===== config.mk =====
export PLATFORM = sky130hd
export DESIGN_NAME = ifetch_ctrl
export DESIGN_NICKNAME = d
export VERILOG_FILES = /design/src/rtl/ifetch_pkg.sv /design/src/rtl/ifetch_fifo.sv /design/src/rtl/ifetch_ctrl.sv
export SDC_FILE = /design/constraint.sdc
export NUM_CORES = 1
export LEC_CHECK = 0
export ABC_AREA = 0
export CORE_UTILIZATION = 30
export DETAILED_ROUTE_END_ITERATION = 12
export MAX_ROUTING_LAYER = met4
export PLACE_DENSITY_LB_ADDON = 0.05
export RECOVER_POWER = 50
export SLEW_MARGIN = 20
export SYNTH_ARGS = -nofsm -noshare
export SYNTH_HDL_FRONTEND = slang
export SYNTH_HIERARCHICAL = 1
export SYNTH_SLANG_ARGS = --single-unit

===== constraint.sdc =====
create_clock -name clk -period 9.2 [get_ports clk]
set_input_delay 2.76 -clock clk [delete_from_list [all_inputs] [get_ports clk]]
set_output_delay 2.76 -clock clk [all_outputs]
set_load 0.05 [all_outputs]

===== src/rtl/ifetch_pkg.sv =====
// Shared types and constants for the instruction fetch sequencer.
package ifetch_pkg;
  typedef enum logic {FETCH = 1'b0, HALTED = 1'b1} state_t;

  localparam logic [31:0] RESET_PC_DEF = 32'h0000_0000;
  localparam int INSTR_W = 32;

  typedef struct packed {
    logic [31:0]        pc;
    logic [INSTR_W-1:0] instr;
  } entry_t;

  localparam int ENTRY_W = $bits(entry_t);
endpackage


===== src/rtl/ifetch_fifo.sv =====
// Registered-output synchronous FIFO holding fetched {pc, instr} entries.
module ifetch_fifo #(
  parameter  int FIFO_DEPTH = 2,
  parameter  int W          = 64,
  localparam int AW         = $clog2(FIFO_DEPTH),
  localparam int CW         = AW + 1
) (
  input  logic          clk,
  input  logic          reset,
  input  logic          push,
  input  logic [W-1:0]  push_data,
  input  logic          pop,
  input  logic          flush,
  output logic [CW-1:0] count,
  output logic [W-1:0]  head
);
  logic [W-1:0]  mem [FIFO_DEPTH];
  logic [AW-1:0] wr_ptr, rd_ptr;
  logic          full, do_push, do_pop;

  assign full    = (count == CW'(FIFO_DEPTH));
  assign do_pop  = pop && (count != '0);
  assign do_push = push && (!full || do_pop);
  assign head    = mem[rd_ptr];

  always_ff @(posedge clk or negedge reset) begin
    if (!reset) begin
      wr_ptr <= '0;
      rd_ptr <= '0;
      count  <= '0;
    end else if (flush) begin
      wr_ptr <= '0;
      rd_ptr <= '0;
      count  <= '0;
    end else begin
      if (do_push) wr_ptr <= wr_ptr + AW'(1);
      if (do_pop)  rd_ptr <= rd_ptr + AW'(1);
      count <= count + CW'(do_push) - CW'(do_pop);
    end
  end

  always_ff @(posedge clk) begin
    if (do_push && !flush) mem[wr_ptr] <= push_data;
  end

  // The credit rule upstream must make this unreachable.
  always_ff @(posedge clk) begin
    if (reset && !flush) assert (!(push && full && !do_pop)) else $error("ifetch_fifo overflow");
  end
endmodule


===== src/rtl/ifetch_ctrl.sv =====
// Fetch sequencer: owns the PC, issues 1-cycle-latency reads, buffers results for decode.
module ifetch_ctrl
  import ifetch_pkg::*;
#(
  parameter logic [31:0] RESET_PC   = RESET_PC_DEF,
  parameter int          FIFO_DEPTH = 2
) (
  input  logic               clk,
  input  logic               reset,
  input  logic               halt_req,
  input  logic               redirect_valid,
  input  logic [31:0]        redirect_pc,
  output logic               mem_en,
  output logic [31:0]        mem_addr,
  input  logic [31:0]        mem_rdata,
  output logic               instr_valid,
  input  logic               instr_ready,
  output logic [INSTR_W-1:0] instr,
  output logic [31:0]        instr_pc,
  output logic               halted,
  output logic               misalign_err
);
  localparam int CW = $clog2(FIFO_DEPTH) + 1;
  localparam int UW = CW + 1;

  state_t        state;
  logic [31:0]   pc, tag_pc;
  logic          epoch, tag_epoch, inflight;
  logic [CW-1:0] count;
  logic [UW-1:0] used;
  logic          deq, push, credit_ok;
  entry_t        head, resp;

  assign instr_valid = (count != '0);
  assign deq         = instr_valid & instr_ready;
  assign used        = UW'(count) + UW'(inflight) - UW'(deq);
  assign credit_ok   = (used < UW'(FIFO_DEPTH));
  // Gating with reset keeps the strobe low while reset is held and lets the
  // first fetch go out in the very first cycle after release.
  assign mem_en      = reset & (state == FETCH) & ~halt_req & ~redirect_valid & credit_ok;
  assign mem_addr    = pc;
  assign push        = inflight & (tag_epoch == epoch);
  assign resp        = '{pc: tag_pc, instr: mem_rdata};
  assign instr       = instr_valid ? head.instr : '0;
  assign instr_pc    = instr_valid ? head.pc : '0;
  assign halted      = (state == HALTED) & halt_req & ~inflight;

  always_ff @(posedge clk or negedge reset) begin
    if (!reset) begin
      state        <= FETCH;
      pc           <= RESET_PC;
      epoch        <= 1'b0;
      inflight     <= 1'b0;
      tag_epoch    <= 1'b0;
      tag_pc       <= '0;
      misalign_err <= 1'b0;
    end else begin
      misalign_err <= redirect_valid & (redirect_pc[1:0] != 2'b00);
      inflight     <= mem_en;
      if (mem_en) begin
        tag_epoch <= epoch;
        tag_pc    <= pc;
      end
      if (redirect_valid) begin
        pc    <= {redirect_pc[31:2], 2'b00};
        epoch <= ~epoch;
      end else if (mem_en) begin
        pc <= pc + 32'd4;
      end
      case (state)
        FETCH:  if (halt_req && !inflight) state <= HALTED;
        HALTED: if (!halt_req) state <= FETCH;
      endcase
    end
  end

  // Flush on redirect outranks the push of a response landing in the same cycle.
  ifetch_fifo #(.FIFO_DEPTH(FIFO_DEPTH), .W(ENTRY_W)) u_fifo (
    .clk       (clk),
    .reset     (reset),
    .push      (push),
    .push_data (resp),
    .pop       (deq),
    .flush     (redirect_valid),
    .count     (count),
    .head      (head)
  );
endmodule


* Word level (Yosys, flattened, before mapping) *
Memories as Yosys holds them, arrays and structs flattened.
Cells that the tools add are included.

storage, ports and cells
  memory bits (read-only) = 0
  memories = 1
  flip-flop bits (word level) = 73
  input bits = 69
  RAM bits = 128
  latch bits = 0
  logic and storage cells = 62
  output and inout port bits = 100

cells by class
  reduce and logical (&&, ||, !) cells = 13
  multipliers = 0
  bitwise logic cells = 14
  shifts and indexed selects = 0
  div/mod/pow operators = 0
  muxes and demuxes = 14
  add/subtract/negate cells = 7
  $lt $le $gt $ge = 1
  eq/ne operators = 2

memories
  name        words  width  rd ports  clocked after Yosys merged registers in  wr ports  RTL line           source
  u_fifo.mem  2      64     1         0                                        1         ifetch_fifo.sv:17  logic [W-1:0] mem [FIFO_DEPTH];

operators by type and width
  operator                                                                      number
  32-bit two-way mux                                                            4
  32-bit by 3-bit adder with 32-bit output, second input constant               1
  2-bit nonzero test                                                            5
  1-bit AND                                                                     9
  1-bit two-way mux                                                             8
  1-bit NOT                                                                     5
  1-bit logical AND                                                             4
  2-bit by 1-bit adder with 3-bit output                                        1
  1-bit logical NOT                                                             3
  3-bit by 2-bit less-than comparator with 1-bit output, second input constant  1
  3-bit by 1-bit subtractor with 3-bit output                                   1
  1-bit adder, second input constant                                            2
  2-bit by 1-bit adder with 2-bit output                                        1
  2-bit == test, second input constant                                          1
  2-bit two-way mux                                                             1
  1-bit case mux with 2 select lines                                            1
  2-bit by 1-bit subtractor with 2-bit output                                   1
  1-bit == test                                                                 1
  1-bit logical OR                                                              1

* Logic depth before layout (Yosys ltp) *
  depth in word-level cells = 8
  depth in mapped cells = 13

* Modules after synthesis *
Netlist, hierarchy kept.

modules (own cells, without submodules)
  module       instances  area an instance (sq um)  cells an instance  seq. area each (sq um)
  ifetch_fifo  1          4,870.9                   220                3,943.8
  ifetch_ctrl  1          3,643.5                   375                1,626.6

* Worst setup path before layout *
No wires, ideal clock.

  path type = input-to-reg
  from = in instr_ready
  to = mem u_fifo.mem[1][0] (enable)
  cell stages on the path = 3
  path slack = 880 ps
  data required time = 8,622 ps
  data arrival time = 7,742 ps
  cells stage by stage = and2_1 o31ai_4 nor3b_1

between the ends
  word-level cells in the longest chain between the ends = 7

RTL lines
  what                                     RTL line           source
  start, declared                          ifetch_ctrl.sv:17  input logic instr_ready,
  1-bit AND                                ifetch_ctrl.sv:35  assign deq = instr_valid & instr_ready;
  1-bit logical AND                        ifetch_fifo.sv:22  assign do_pop = pop && (count != '0);
  1-bit logical OR                         ifetch_fifo.sv:23  assign do_push = push && (!full || do_pop);
  1-bit logical AND                        ifetch_fifo.sv:23
  1-bit logical AND                        ifetch_fifo.sv:43  if (do_push && !flush) mem[wr_ptr] <= push_data;
  1-bit two-way mux                        ifetch_fifo.sv:43
  1-bit two-way mux (implied by the code)  ifetch_fifo.sv:43
  end, declared                            ifetch_fifo.sv:17

No other way between the ends.

* Final worst setup path *
  from = in instr_ready
  to = out mem_en

between the ends
  word-level cells in the longest chain between the ends = 4

RTL lines
  what                                                   RTL line           source
  1-bit AND                                              ifetch_ctrl.sv:35
  named net deq                                          ifetch_ctrl.sv:31  logic deq, push, credit_ok;
  3-bit by 1-bit subtractor with 3-bit output            ifetch_ctrl.sv:36  assign used = UW'(count) + UW'(inflight) - UW'(deq);
  3-bit by 2-bit less-than comparator with 1-bit output  ifetch_ctrl.sv:37  assign credit_ok = (used < UW'(FIFO_DEPTH));
  1-bit AND                                              ifetch_ctrl.sv:40  assign mem_en = reset & (state == FETCH) & ~halt_req & ~redirect_valid & credit_ok;
  end, declared                                          ifetch_ctrl.sv:13  output logic mem_en,

The timed path passes the listed nets, and every way through them passes these cells.

==> out/qor.csv <==
stage,metric,value,unit
routing,routed-via-count,5451,
worst_setup_path,endpoint_kind,output port,
placed_design,numPortBuffers,166,
worst_hold_path,hold_depth,0,
worst_hold_path,hold_class,flip-flop to flip-flop,
pwr,power.density,191,nW/um^2
sta,worstMarginPinSlew,2.72,ns
cts,cts_buffers,17,
cts,root_buffer,clkbuf_16,
floorplan,dieArea,29100,sq um
sta,slew_violations,189,
worst_setup_path,path_delay_family,simple AND/OR/NAND/NOR gates,
routing,drt_iter0_drc,310,
cts,clk_path_buf_depth,2,
finish,area_delta_synth_final,30.3,%
routing,post_drt_wl_per_cell,17.7,um
worst_setup_path,crit_cells,9,
worst_setup_path,cp_cell_sequence,clkdlybuf4s50_1 -> and2_1 -> ha_1 -> nand2b_1 -> fa_1 -> xnor2_1 -> nand2_1 -> nor2_4 -> buf_12,
cts,cts_hold_buf,0,
cts,cts_setup_buffers,0,
yosys,yosysWarnings,6,
cts,h-tree-depth,4,
yosys,synthFlopType,edfxtp_1,
grt,grt_pass1_wl,32.4,mm
placed_design,place_hpwl,13.3,mm
routing,ant_nets,0,
worst_setup_path,crit_buf_inv,2,
yosys,synth.top_cell.area_share,45.1,%
sta,finalCritPeriodShare,89.7,%
grt,antenna_found_initial,0,
floorplan,fp-row-count,61,
finish,drive_above_1_share,10.6,%
pwr,cellLeakagePower,3.88,nW
sta,setup-tns-final,0,ns
sta,hold_viol,0,
pwr,irDropWorstVdd,0.000120,V
sta,max_clock_freq,121,MHz
floorplan,core,27900,sq um
worst_setup_path,r2r_cells,9,
yosys,ys_seq_area_share,65.4,%
floorplan,die_y,170,um
worst_setup_path,regToRegEndpoint,mem_addr[23]$_DFFE_PN0P_,
sta,skew,0.0114,ns
floorplan,die_w,170,um
worst_setup_path,cp_slowest_stage_delay,0.59,ns
status,violations,"capacitance limit, slew limit",
floorplan,initial_core_util,30.6,%
worst_setup_path,crit_path_max_fanout,9,
sta,relSlewSlack,-81.4,%
status,status,"complete, but fails checks",
yosys,async_reset_ff_share,35.0,%
grt,grt_pass1_vias,5730,
worst_setup_path,crit_type,input port to output port,
worst_setup_path,required,6.44,ns
worst_setup_path,rrSetupSlack,4.45,ns
yosys,synth_cell_types,48,
yosys,ys_ff_latch,197,
routing,drcViolationCount,0,
worst_setup_path,setup.worst_path.start,instr_ready,
grt,grt_max_degree,67,
yosys,synth_edf_count,128,
finish,final_core_util,39.8,%
yosys,synth_area,8510,sq um
grt,track_usage,15.2,%
cts,numClockSinks,197,
routing,vias_per_cell,4.73,
sta,setup_viol,0,
routing,drt-pass1-iter-count,4,
worst_setup_path,reg2reg_from,u_fifo/count[1]$_DFF_PN0_,
placed_design,gp_congestion,0.675,
cts,clk_pin_slew,0.07,ns
yosys,synthCells,595,
yosys,synth_top_cell_by_area,edfxtp_1,
routing,totalWireLength,20.4,mm
floorplan,ioPinCount,169,
finish,antenna_cells,0,
worst_setup_path,cp-start-kind,input port,
flow_run,max_cap_viol_count,5,
sta,finalCriticalPeriod,8.25,ns
worst_setup_path,endpoint,mem_en,
cts,post_cts_resize_count,0,
grt,overflow,0,
yosys,synthTopCellsByArea,"edfxtp_1, dfrtp_1, mux2_1",
sta,grt_setup_unrepaired,no,
worst_setup_path,crit_path_top_delay_cell,xnor2_1,
pwr,total_power,0.00212,W
cts,insertion_delay,0.43,ns
finish,fin_nets,835,
sta,whs,0.465,ns
cts,cts_tree,done,
worst_setup_path,cp.arrival,5.49,ns
yosys,avgSynthCellArea,14.3,sq um
per-layer routing:
layer | global-route usage [%] | vias up | share of wire (%)
met4 | 3.96 | 0 | 0.84
met3 | 2.93 | 12 | 4.1
met2 | 24.3 | 159 | 48
li1 | - | 2537 | -
met1 | 19.9 | 2743 | 47
met5 | - | - | 0
registers in the layout (all words and copies together), names as in the netlist:
name and count:
misalign_err 1, u_fifo/mem 128, inflight 1, tag_epoch 1, u_fifo/wr_ptr 1, mem_addr 30
epoch 1, state 1, u_fifo/count 2, tag_pc 30, u_fifo/rd_ptr 1
power by group:
group / internal [W] / total [W] / switching [W]
clock network: 0.000355 / 0.000705 / 0.000350
registers: 0.00104 / 0.00110 / 0.0000637
logic: 0.000133 / 0.000319 / 0.000186
total: 0.00152 / 0.00212 / 0.000600
cell usage in the layout (no fill, tap or decap), drive strengths merged, types with 19 or more instances in the layout:
cell and instances:
or4 21, nor2 29, dlygate4sd3 35, clkdlybuf4s50 129, dfrtp 69, mux2 97
edfxtp 128, nand2 20, clkbuf 25, a31oi 19, and2 68
through the flow:
stage | cells | setup WS, ns | instance area [sq um]
global placement | 1120 | 1.03 | 10600
detailed placement | 1120 | 0.969 | 10600
floorplan | 600 | 0.880 | 8530
finish | 1152 | 0.948 | 11100
CTS | 1152 | 0.941 | 11100
global route | 1152 | 0.782 | 11100
Yosys cell counts (all sizes together), types with 2 or more instances:
master / instances
inv: 10
clkbuf: 19
nor4: 2
a22oi: 2
edfxtp: 128
a31oi: 19
and3: 3
nor2: 29
mux2: 97
o31ai: 17
xor2: 7
and4: 3
o21ai: 12
nor2b: 5
nand2: 20
xnor2: 5
nand3: 11
buf: 14
dfrtp: 69
or4: 21
and2: 68
ha: 4
nand4: 11
or3: 5
o21a: 2
worst min path at each step:
| stage | from | end | slack (ns) |
|---|---|---|---|
| global placement | tag_pc[5]$_DFFE_PN0P_ | u_fifo/mem[0][37]$_DFFE_PP_ | 0.45 |
| CTS | tag_pc[31]$_DFFE_PN0P_ | u_fifo/mem[0][63]$_DFFE_PP_ | 0.47 |
| floorplan | tag_pc[2]$_DFFE_PN0P_ | u_fifo/mem[0][34]$_DFFE_PP_ | 0.44 |
| finish | tag_pc[31]$_DFFE_PN0P_ | u_fifo/mem[0][63]$_DFFE_PP_ | 0.46 |
| detailed placement | tag_pc[5]$_DFFE_PN0P_ | u_fifo/mem[1][37]$_DFFE_PP_ | 0.46 |
| global route | tag_pc[31]$_DFFE_PN0P_ | u_fifo/mem[0][63]$_DFFE_PP_ | 0.48 |
cells by family (layout without fill, tap and decap cells):
| family | count (synthesis) | count (layout) | synth area share, % |
|---|---|---|---|
| compound gates | 55 | 55 | 4.36 |
| xor+xnor | 12 | 12 | 1.23 |
| buf+inv | 43 | 217 | 2.60 |
| mux | 98 | 98 | 13.0 |
| fa+ha+maj | 5 | 5 | 0.823 |
| simple gates | 184 | 184 | 12.5 |
| other cells | 1 | 6 | 0.0440 |
| flops | 197 | 197 | 65.4 |
cell type report:
cell class                      instances  area [sq um]
Clock buffer                           18           429
Clock inverter                         14           124
Fill cell                            2626         16800
Inverter                               10          37.5
Multi-Input combinational cell        360          2750
Sequential cell                       197          5570
Tap cell                              378           473
Timing Repair Buffer                  175          1710
(Power assumes the default switching activity.)
